<file path="src/rtl/key_conditioner.sv">
// Push-button conditioner: 2-flop synchronizer, debounce FSM, press/release strobes
// and auto-repeat strobes while the key stays held.
module key_conditioner #(
    parameter int unsigned STABLE_CYCLES  = 1000000,
    parameter bit          KEY_ACTIVE_LOW = 1'b1,
    parameter bit          REPEAT_EN      = 1'b1,
    parameter int unsigned REPEAT_DELAY   = 25000000,
    parameter int unsigned REPEAT_PERIOD  = 5000000
) (
    input  logic clk_i,
    input  logic rst_i,
    input  logic key_i,
    output logic pressed_o,
    output logic press_pulse_o,
    output logic release_pulse_o,
    output logic repeat_pulse_o
);

    localparam int unsigned CW   = (STABLE_CYCLES > 2) ? $clog2(STABLE_CYCLES) : 1;
    localparam int unsigned RMAX = (REPEAT_DELAY > REPEAT_PERIOD) ? REPEAT_DELAY : REPEAT_PERIOD;
    localparam int unsigned RW   = $clog2(RMAX + 1);

    localparam logic [CW-1:0] CNT_LAST = CW'(STABLE_CYCLES - 1);
    localparam logic [RW-1:0] R_DELAY  = RW'(REPEAT_DELAY);
    localparam logic [RW-1:0] R_PERIOD = RW'(REPEAT_PERIOD);
    localparam logic          IDLE_LVL = KEY_ACTIVE_LOW;

    typedef enum logic [1:0] {
        S_IDLE,
        S_PRESS_WAIT,
        S_PRESSED,
        S_RELEASE_WAIT
    } state_t;

    logic          sync1_q, sync2_q;
    logic          act;
    state_t        state_q, state_d;
    logic [CW-1:0] cnt_q, cnt_d;
    logic [RW-1:0] rcnt_q, rcnt_d, rcnt_inc;
    logic          rdone_q, rdone_d;
    logic          pressed_q, pressed_d;
    logic          press_q, press_d;
    logic          release_q, release_d;
    logic          repeat_q, repeat_d;

    always_ff @(posedge clk_i or posedge rst_i) begin
        if (rst_i) begin
            sync1_q <= IDLE_LVL;
            sync2_q <= IDLE_LVL;
        end else begin
            sync1_q <= key_i;
            sync2_q <= sync1_q;
        end
    end

    assign act      = sync2_q ^ KEY_ACTIVE_LOW;
    assign rcnt_inc = rcnt_q + RW'(1);

    // rdone_q selects the repeat target: REPEAT_DELAY until the first pulse, then
    // REPEAT_PERIOD; the counter restarts at every pulse so it never wraps.
    always_comb begin
        state_d   = state_q;
        cnt_d     = cnt_q;
        rcnt_d    = rcnt_q;
        rdone_d   = rdone_q;
        press_d   = 1'b0;
        release_d = 1'b0;
        repeat_d  = 1'b0;
        case (state_q)
            S_IDLE: begin
                if (act) begin
                    state_d = S_PRESS_WAIT;
                    cnt_d   = '0;
                end
            end
            S_PRESS_WAIT: begin
                if (!act) begin
                    state_d = S_IDLE;
                end else if (cnt_q == CNT_LAST) begin
                    state_d = S_PRESSED;
                    press_d = 1'b1;
                    rcnt_d  = '0;
                    rdone_d = 1'b0;
                end else begin
                    cnt_d = cnt_q + CW'(1);
                end
            end
            S_PRESSED: begin
                if (!act) begin
                    state_d = S_RELEASE_WAIT;
                    cnt_d   = '0;
                end else if (rcnt_inc == (rdone_q ? R_PERIOD : R_DELAY)) begin
                    repeat_d = REPEAT_EN;
                    rcnt_d   = '0;
                    rdone_d  = 1'b1;
                end else begin
                    rcnt_d = rcnt_inc;
                end
            end
            S_RELEASE_WAIT: begin
                if (act) begin
                    state_d = S_PRESSED;
                    rcnt_d  = '0;
                    rdone_d = 1'b0;
                end else if (cnt_q == CNT_LAST) begin
                    state_d   = S_IDLE;
                    release_d = 1'b1;
                end else begin
                    cnt_d = cnt_q + CW'(1);
                end
            end
            default: state_d = S_IDLE;
        endcase
        pressed_d = (state_d == S_PRESSED) || (state_d == S_RELEASE_WAIT);
    end

    always_ff @(posedge clk_i or posedge rst_i) begin
        if (rst_i) begin
            state_q   <= S_IDLE;
            cnt_q     <= '0;
            rcnt_q    <= '0;
            rdone_q   <= 1'b0;
            pressed_q <= 1'b0;
            press_q   <= 1'b0;
            release_q <= 1'b0;
            repeat_q  <= 1'b0;
        end else begin
            state_q   <= state_d;
            cnt_q     <= cnt_d;
            rcnt_q    <= rcnt_d;
            rdone_q   <= rdone_d;
            pressed_q <= pressed_d;
            press_q   <= press_d;
            release_q <= release_d;
            repeat_q  <= repeat_d;
        end
    end

    assign pressed_o       = pressed_q;
    assign press_pulse_o   = press_q;
    assign release_pulse_o = release_q;
    assign repeat_pulse_o  = repeat_q;

endmodule
</file>
<file path="config.mk">
export PLATFORM = sky130hd
export DESIGN_NAME = key_conditioner
export DESIGN_NICKNAME = d
export VERILOG_FILES = /design/src/rtl/key_conditioner.sv
export SDC_FILE = /design/constraint.sdc
export NUM_CORES = 1
export LEC_CHECK = 0
export BUFFER_PORTS_ARGS = -buffer_cell sky130_fd_sc_hd__buf_2
export CORE_ASPECT_RATIO = 2
export CORE_UTILIZATION = 55
export CTS_CLUSTER_DIAMETER = 120
export DETAILED_ROUTE_END_ITERATION = 8
export GPL_TIMING_DRIVEN = 0
export PLACE_DENSITY = 0.78
export SLEW_MARGIN = 20
export SYNTH_ARGS = -nofsm -noshare
export SYNTH_HDL_FRONTEND = slang
export SYNTH_SLANG_ARGS = --single-unit
export TNS_END_PERCENT = 5
</file>
<file path="constraint.sdc">
create_clock -name clk_i -period 7 [get_ports clk_i]
set_clock_uncertainty 0.1 [all_clocks]
set_input_delay 0 -clock clk_i [delete_from_list [all_inputs] [get_ports clk_i]]
set_output_delay 0 -clock clk_i [all_outputs]
set_load 0.02 [all_outputs]
</file>
After elaboration in Yosys (flattened, before gate mapping)
Cells that the tools add are included.
{"block": "totals", "output_inout_bits": 4, "register_bits": 54, "wordCells": 67}
{"block": "op_classes", "eq_ne": 15, "n_mux": 34, "add_sub_neg": 2, "n_reduce_logical": 6}
{"operator": "25-bit 2-to-1 mux", "n": 6}
{"operator": "20-bit 2-to-1 mux", "n": 5}
{"operator": "20-bit case mux with 4 select lines", "n": 1}
{"operator": "25-bit case mux with 3 select lines", "n": 1}
{"operator": "25-bit by 1-bit adder with 25-bit output (second input constant)", "n": 1}
{"operator": "25-bit equality test", "n": 1}
{"operator": "20-bit by 1-bit adder with 20-bit output (second input constant)", "n": 1}
{"operator": "20-bit equality test (second input constant)", "n": 1}
{"operator": "2-bit inequality test (second input constant)", "n": 8}
{"operator": "1-bit 2-to-1 mux", "n": 13}
{"operator": "2-bit 2-to-1 mux", "n": 6}
{"operator": "2-bit equality test (second input constant)", "n": 4}
{"operator": "2-bit case mux with 4 select lines", "n": 1}
{"operator": "6-bit AND reduction", "n": 1}
{"operator": "5-bit AND reduction", "n": 1}
{"operator": "4-bit AND reduction", "n": 1}
{"operator": "1-bit case mux with 3 select lines", "n": 1}
{"operator": "3-bit nonzero test", "n": 1}
{"operator": "2-bit by 1-bit equality test with 1-bit output (second input constant)", "n": 1}
{"operator": "2-bit zero test", "n": 1}
{"operator": "1-bit logical OR", "n": 1}

Depth between registers and ports, before layout
{"block": "logic_depth", "ltp_word": 6, "ltp_mapped": 11}

Worst setup path after synthesis
Ideal clock, no wire load.
{"block": "synth_path", "kind": "register to register", "startpoint": "register rcnt_q[0]", "endpoint": "register rcnt_q[16]", "setup_ps": 124, "path_buffers": 1, "stages_incl_launch_ff": 11, "period_less_slack_ps": 2734, "arrival_time_ps": 2510, "setup_slack_ps": 4266, "cell_sequence": "dfrtp_1 ha_1 nand2_1 nor3_1 nand3_1 a2111oi_0 nor4b_4 o21ba_4 buf_6 nor3_1 a211o_1"}
{"block": "synth_via", "elab_chain_len": 5}
{"item": "from (decl)", "line_no": "39", "source": "logic [RW-1:0] rcnt_q, rcnt_d, rcnt_inc;"}
{"item": "from (signal assigned)", "line_no": "130", "source": "rcnt_q <= rcnt_d;"}
{"item": "25-bit by 1-bit adder with 25-bit output (*)", "line_no": "57", "source": "assign rcnt_inc = rcnt_q + RW'(1);"}
{"item": "25-bit equality test", "line_no": "92", "source": "end else if (rcnt_inc == (rdone_q ? R_PERIOD : R_DELAY)) begin"}
{"item": "25-bit 2-to-1 mux (*)", "line_no": "92"}
{"item": "25-bit 2-to-1 mux (*)", "line_no": "89", "source": "if (!act) begin"}
{"item": "25-bit case mux with 3 select lines (*)", "line_no": "69", "source": "case (state_q)"}
Mark *: on every way between the ends. The rest lies on a longest branch, timed or not. The select of a mux whose other input is x is not followed.
A chain may end at the register's enable or synchronous reset.

Worst setup path after layout
{"block": "layout_path", "startpoint": "register rcnt_q[0]", "endpoint": "register rcnt_q[17]"}
The elaborated chain is that of the path after synthesis.

==> results by group <==
Routing
  – Post-route ant nets: 0
  – Initial drt markers: 110
  – Via density: around 6.4
  – Final Routed Wirelength: between 8000 and 9000 um
  – Via count: approximately 2800
  – DRT Pass-1 Iters: 4
  – Routed wire per std cell: between 15 and 20 um
  – Drt drc: 0

Worst hold path
  – Hold WC Path Type: input port to async pin

Layout
  – Fin nets: between 300 and 400
  – Diode count: 0
  – Final Util: 0.6189
  – Post-route cell area: 3533 um2
  – Layout cells sized above 1: 0.1300
  – FILL cells: 515
  – Layout area overhead: 8.449%

Power
  – Worst vdd ir: approximately 0.21 mV
  – Cell Pwr Density: ~170 nW/um2
  – Leak: roughly 1.5 nW

Die
  – Initial Utilization: 0.5707
  – Ports: 7
  – DIE HEIGHT: roughly 110 um
  – DIE AREA: between 6000 and 7000 um2
  – Area of the core: about 5700 um2
  – Placement row count: 39
  – Die W: 56.43 um

Worst setup path
  – Max stage delay on crit path: 0.68 ns
  – Crit path DAT: between 3 and 4 ns
  – Startpoint Class: flip-flop
  – Worst endpoint required time: 7.05 ns
  – CP cell instances: ha_1 > nand2_1 > nor3_1 > nand3_1 > a2111oi_0 > nor4b_4 > nor2_1 > o21ai_0 > o21ai_0
  – Worst path bufs/invs: 0
  – Flop-to-flop setup slack: around 3.3 ns
  – Cell mode on critical path: o21ai_0
  – Crit Path Class: flip-flop to flip-flop
  – Worst-path maximum fanout: 7
  – CP endpoint kind: flip-flop
  – Slowest cell on the critical path: a2111oi_0
  – CP top delay family: compound AO/OA/AOI/OAI gates

Global routing
  – Vias in the first global route: 2868
  – Gr usage total: 0.2770
  – Initial antenna violation count: 0
  – Largest net degree at the start of global routing: 55
  – GRT overflow: 0
  – First-pass GRT wire length: roughly 13000 um

Synthesis
  – Syn Inst Count: between 300 and 400
  – Synth top cells by count: 52 x dfrtp_1, 38 x nor2_1, 37 x nand2_1
  – Cell Area, Synth: ~3300 um2
  – Synth area leader: dfrtp_1
  – Count of cell types in the netlist: 52
  – Post-synthesis average cell area: roughly 9 um2
  – Most common flop cell mapped by yosys: dfrtp_1
  – Mapped Nets: around 370
  – Yosys warns: 0
  – Post-synth ARST share: 1.000
  – Synth area leaders: dfrtp_1 40%, xor2_1 5.4%, nor2_1 4.4%
  – Post-synth EDFFs: 0
  – Area share of the largest cell type after synthesis: 0.3994
  – Seq/Total Area, Yosys: 0.4155
  – #FFs+latches synth: between 50 and 60
  – Most frequent cell after synthesis: dfrtp_1

STA
  – Setup TNS: 0 ns
  – Fmax: between 200 and 300 MHz
  – Final setup margin: between 3 and 4 ns
  – Tmin final: 3.679 ns
  – Setup-failing EPs final: 0
  – Max transition margin: 0.4678
  – Hold slack: about 0.25 ns
  – RSZ-0062 raised after global routing: no
  – Final Hold Vio Count: 0
  – Worst slew pin tran: between 0.7 and 0.8 ns
  – Fin crit share: 0.5256
  – Final Slew Violations: 0

Clock network
  – Max clock buf depth: 2
  – CTS tree: built
  – Hold-fix buffer count after cts: 2
  – Sink Count: between 50 and 60
  – Postcts setup bufs: 0
  – Clk Tree Root Cell: clkbuf_16
  – H-tree levels: 2
  – Num CTS Buffers: 5
  – Clock Pin Slew Worst Setup and Hold Paths: roughly 0.07 ns
  – PostCTS Resize Cnt: 0
  – Clock Latency Late Sink: about 0.3 ns

Place
  – HPWL Detailed: ~5900 um
  – DP Area: about 3400 um2
  – Dpl ws: 3.441 ns
  – Port bufs: 6
  – GPL Wtd Cong: slightly below 1

Outcome
  – Status: complete, no violations

Run
  – Max cap viols: 0
[flip-flops by register name, summed over array words and instances (netlist names)]
signal	count
repeat_pulse_o	1
press_pulse_o	1
pressed_o	1
sync1_q	1
rdone_q	1
sync2_q	1
rcnt_q	25
state_q	2
cnt_q	20
release_pulse_o	1
[placed cells by master, fill, tap and decap left out, types with 5 or more instances in the layout]
master,Yosys,layout
buf_6,5,5
a21oi_1,5,5
o21ai_0,19,19
nor2_1,38,38
inv_1,9,8
clkbuf_1,6,8
nor4_1,8,8
or3_1,5,5
xnor2_1,12,12
a21o_1,7,7
and3_1,9,9
xor2_1,20,20
nand4_1,9,9
buf_2,3,9
nor3_1,20,20
dfrtp_1,52,52
nor4_2,5,5
buf_4,5,5
clkbuf_16,0,5
o31ai_1,8,8
nand2_1,37,37
nand3_1,26,26
[worst min-delay path, stage by stage]
cell           delay [ns]
dlygate4sd3_1        0.53
buf_2                0.13
inv_4                0.47
[layout make-up]
type | count | area, um2 | area share
Clock buffer | 8 | 146.4 | 0.04143
Tap cell | 61 | 76.32 | 0.02160
Inverter | 9 | 36.28 | 0.01027
Timing Repair Buffer | 8 | 50.05 | 0.01416
Buffer | 22 | 155.1 | 0.04391
Sequential cell | 54 | 1354 | 0.3831
Multi-Input combinational cell | 276 | 1715 | 0.4855
[cells by family after synthesis]
family	after synthesis	synth area share
compound gates	58	0.1206
fa+ha+maj	2	0.007679
simple gates	184	0.3122
buf+inv	31	0.05798
xor+xnor	32	0.08602
flops	54	0.4155
[layer usage]
layer	share of wire	vias to the layer above	routed length [um]	GRT usage
li1	-	1323	-	-
met1	0.35	1336	2793	0.2731
met2	0.54	80	4369	0.4863
met3	0.031	45	249	0.04317
met4	0.076	0	612	0.2276
met5	0	-	0	0
[power breakdown]
group          internal (mW)  switching [mW]
clock network          0.143           0.114
logic                0.00409          0.0124
registers              0.315         0.00266
total                  0.463           0.129
[through the flow]
stage | cells | total power [mW]
floorplan | 361 | 0.3349
global placement | 428 | 0.3395
detailed placement | 428 | 0.3404
CTS | 438 | 0.5946
global route | 438 | 0.6045
finish | 438 | 0.5913
[worst paths after layout]
check,from,to,depth (start not counted)
worst min register to register,sync1_q,sync2_q,0
worst max-delay path,rcnt_q[0],rcnt_q[17],9
worst min-delay path,rst_i,rcnt_q[16],3
max in group asynchronous,rst_i,cnt_q[14],3
worst max register to register,rcnt_q[0],rcnt_q[17],9
min in group clk_i,key_i,sync1_q,2
(Power assumes the default switching activity.)
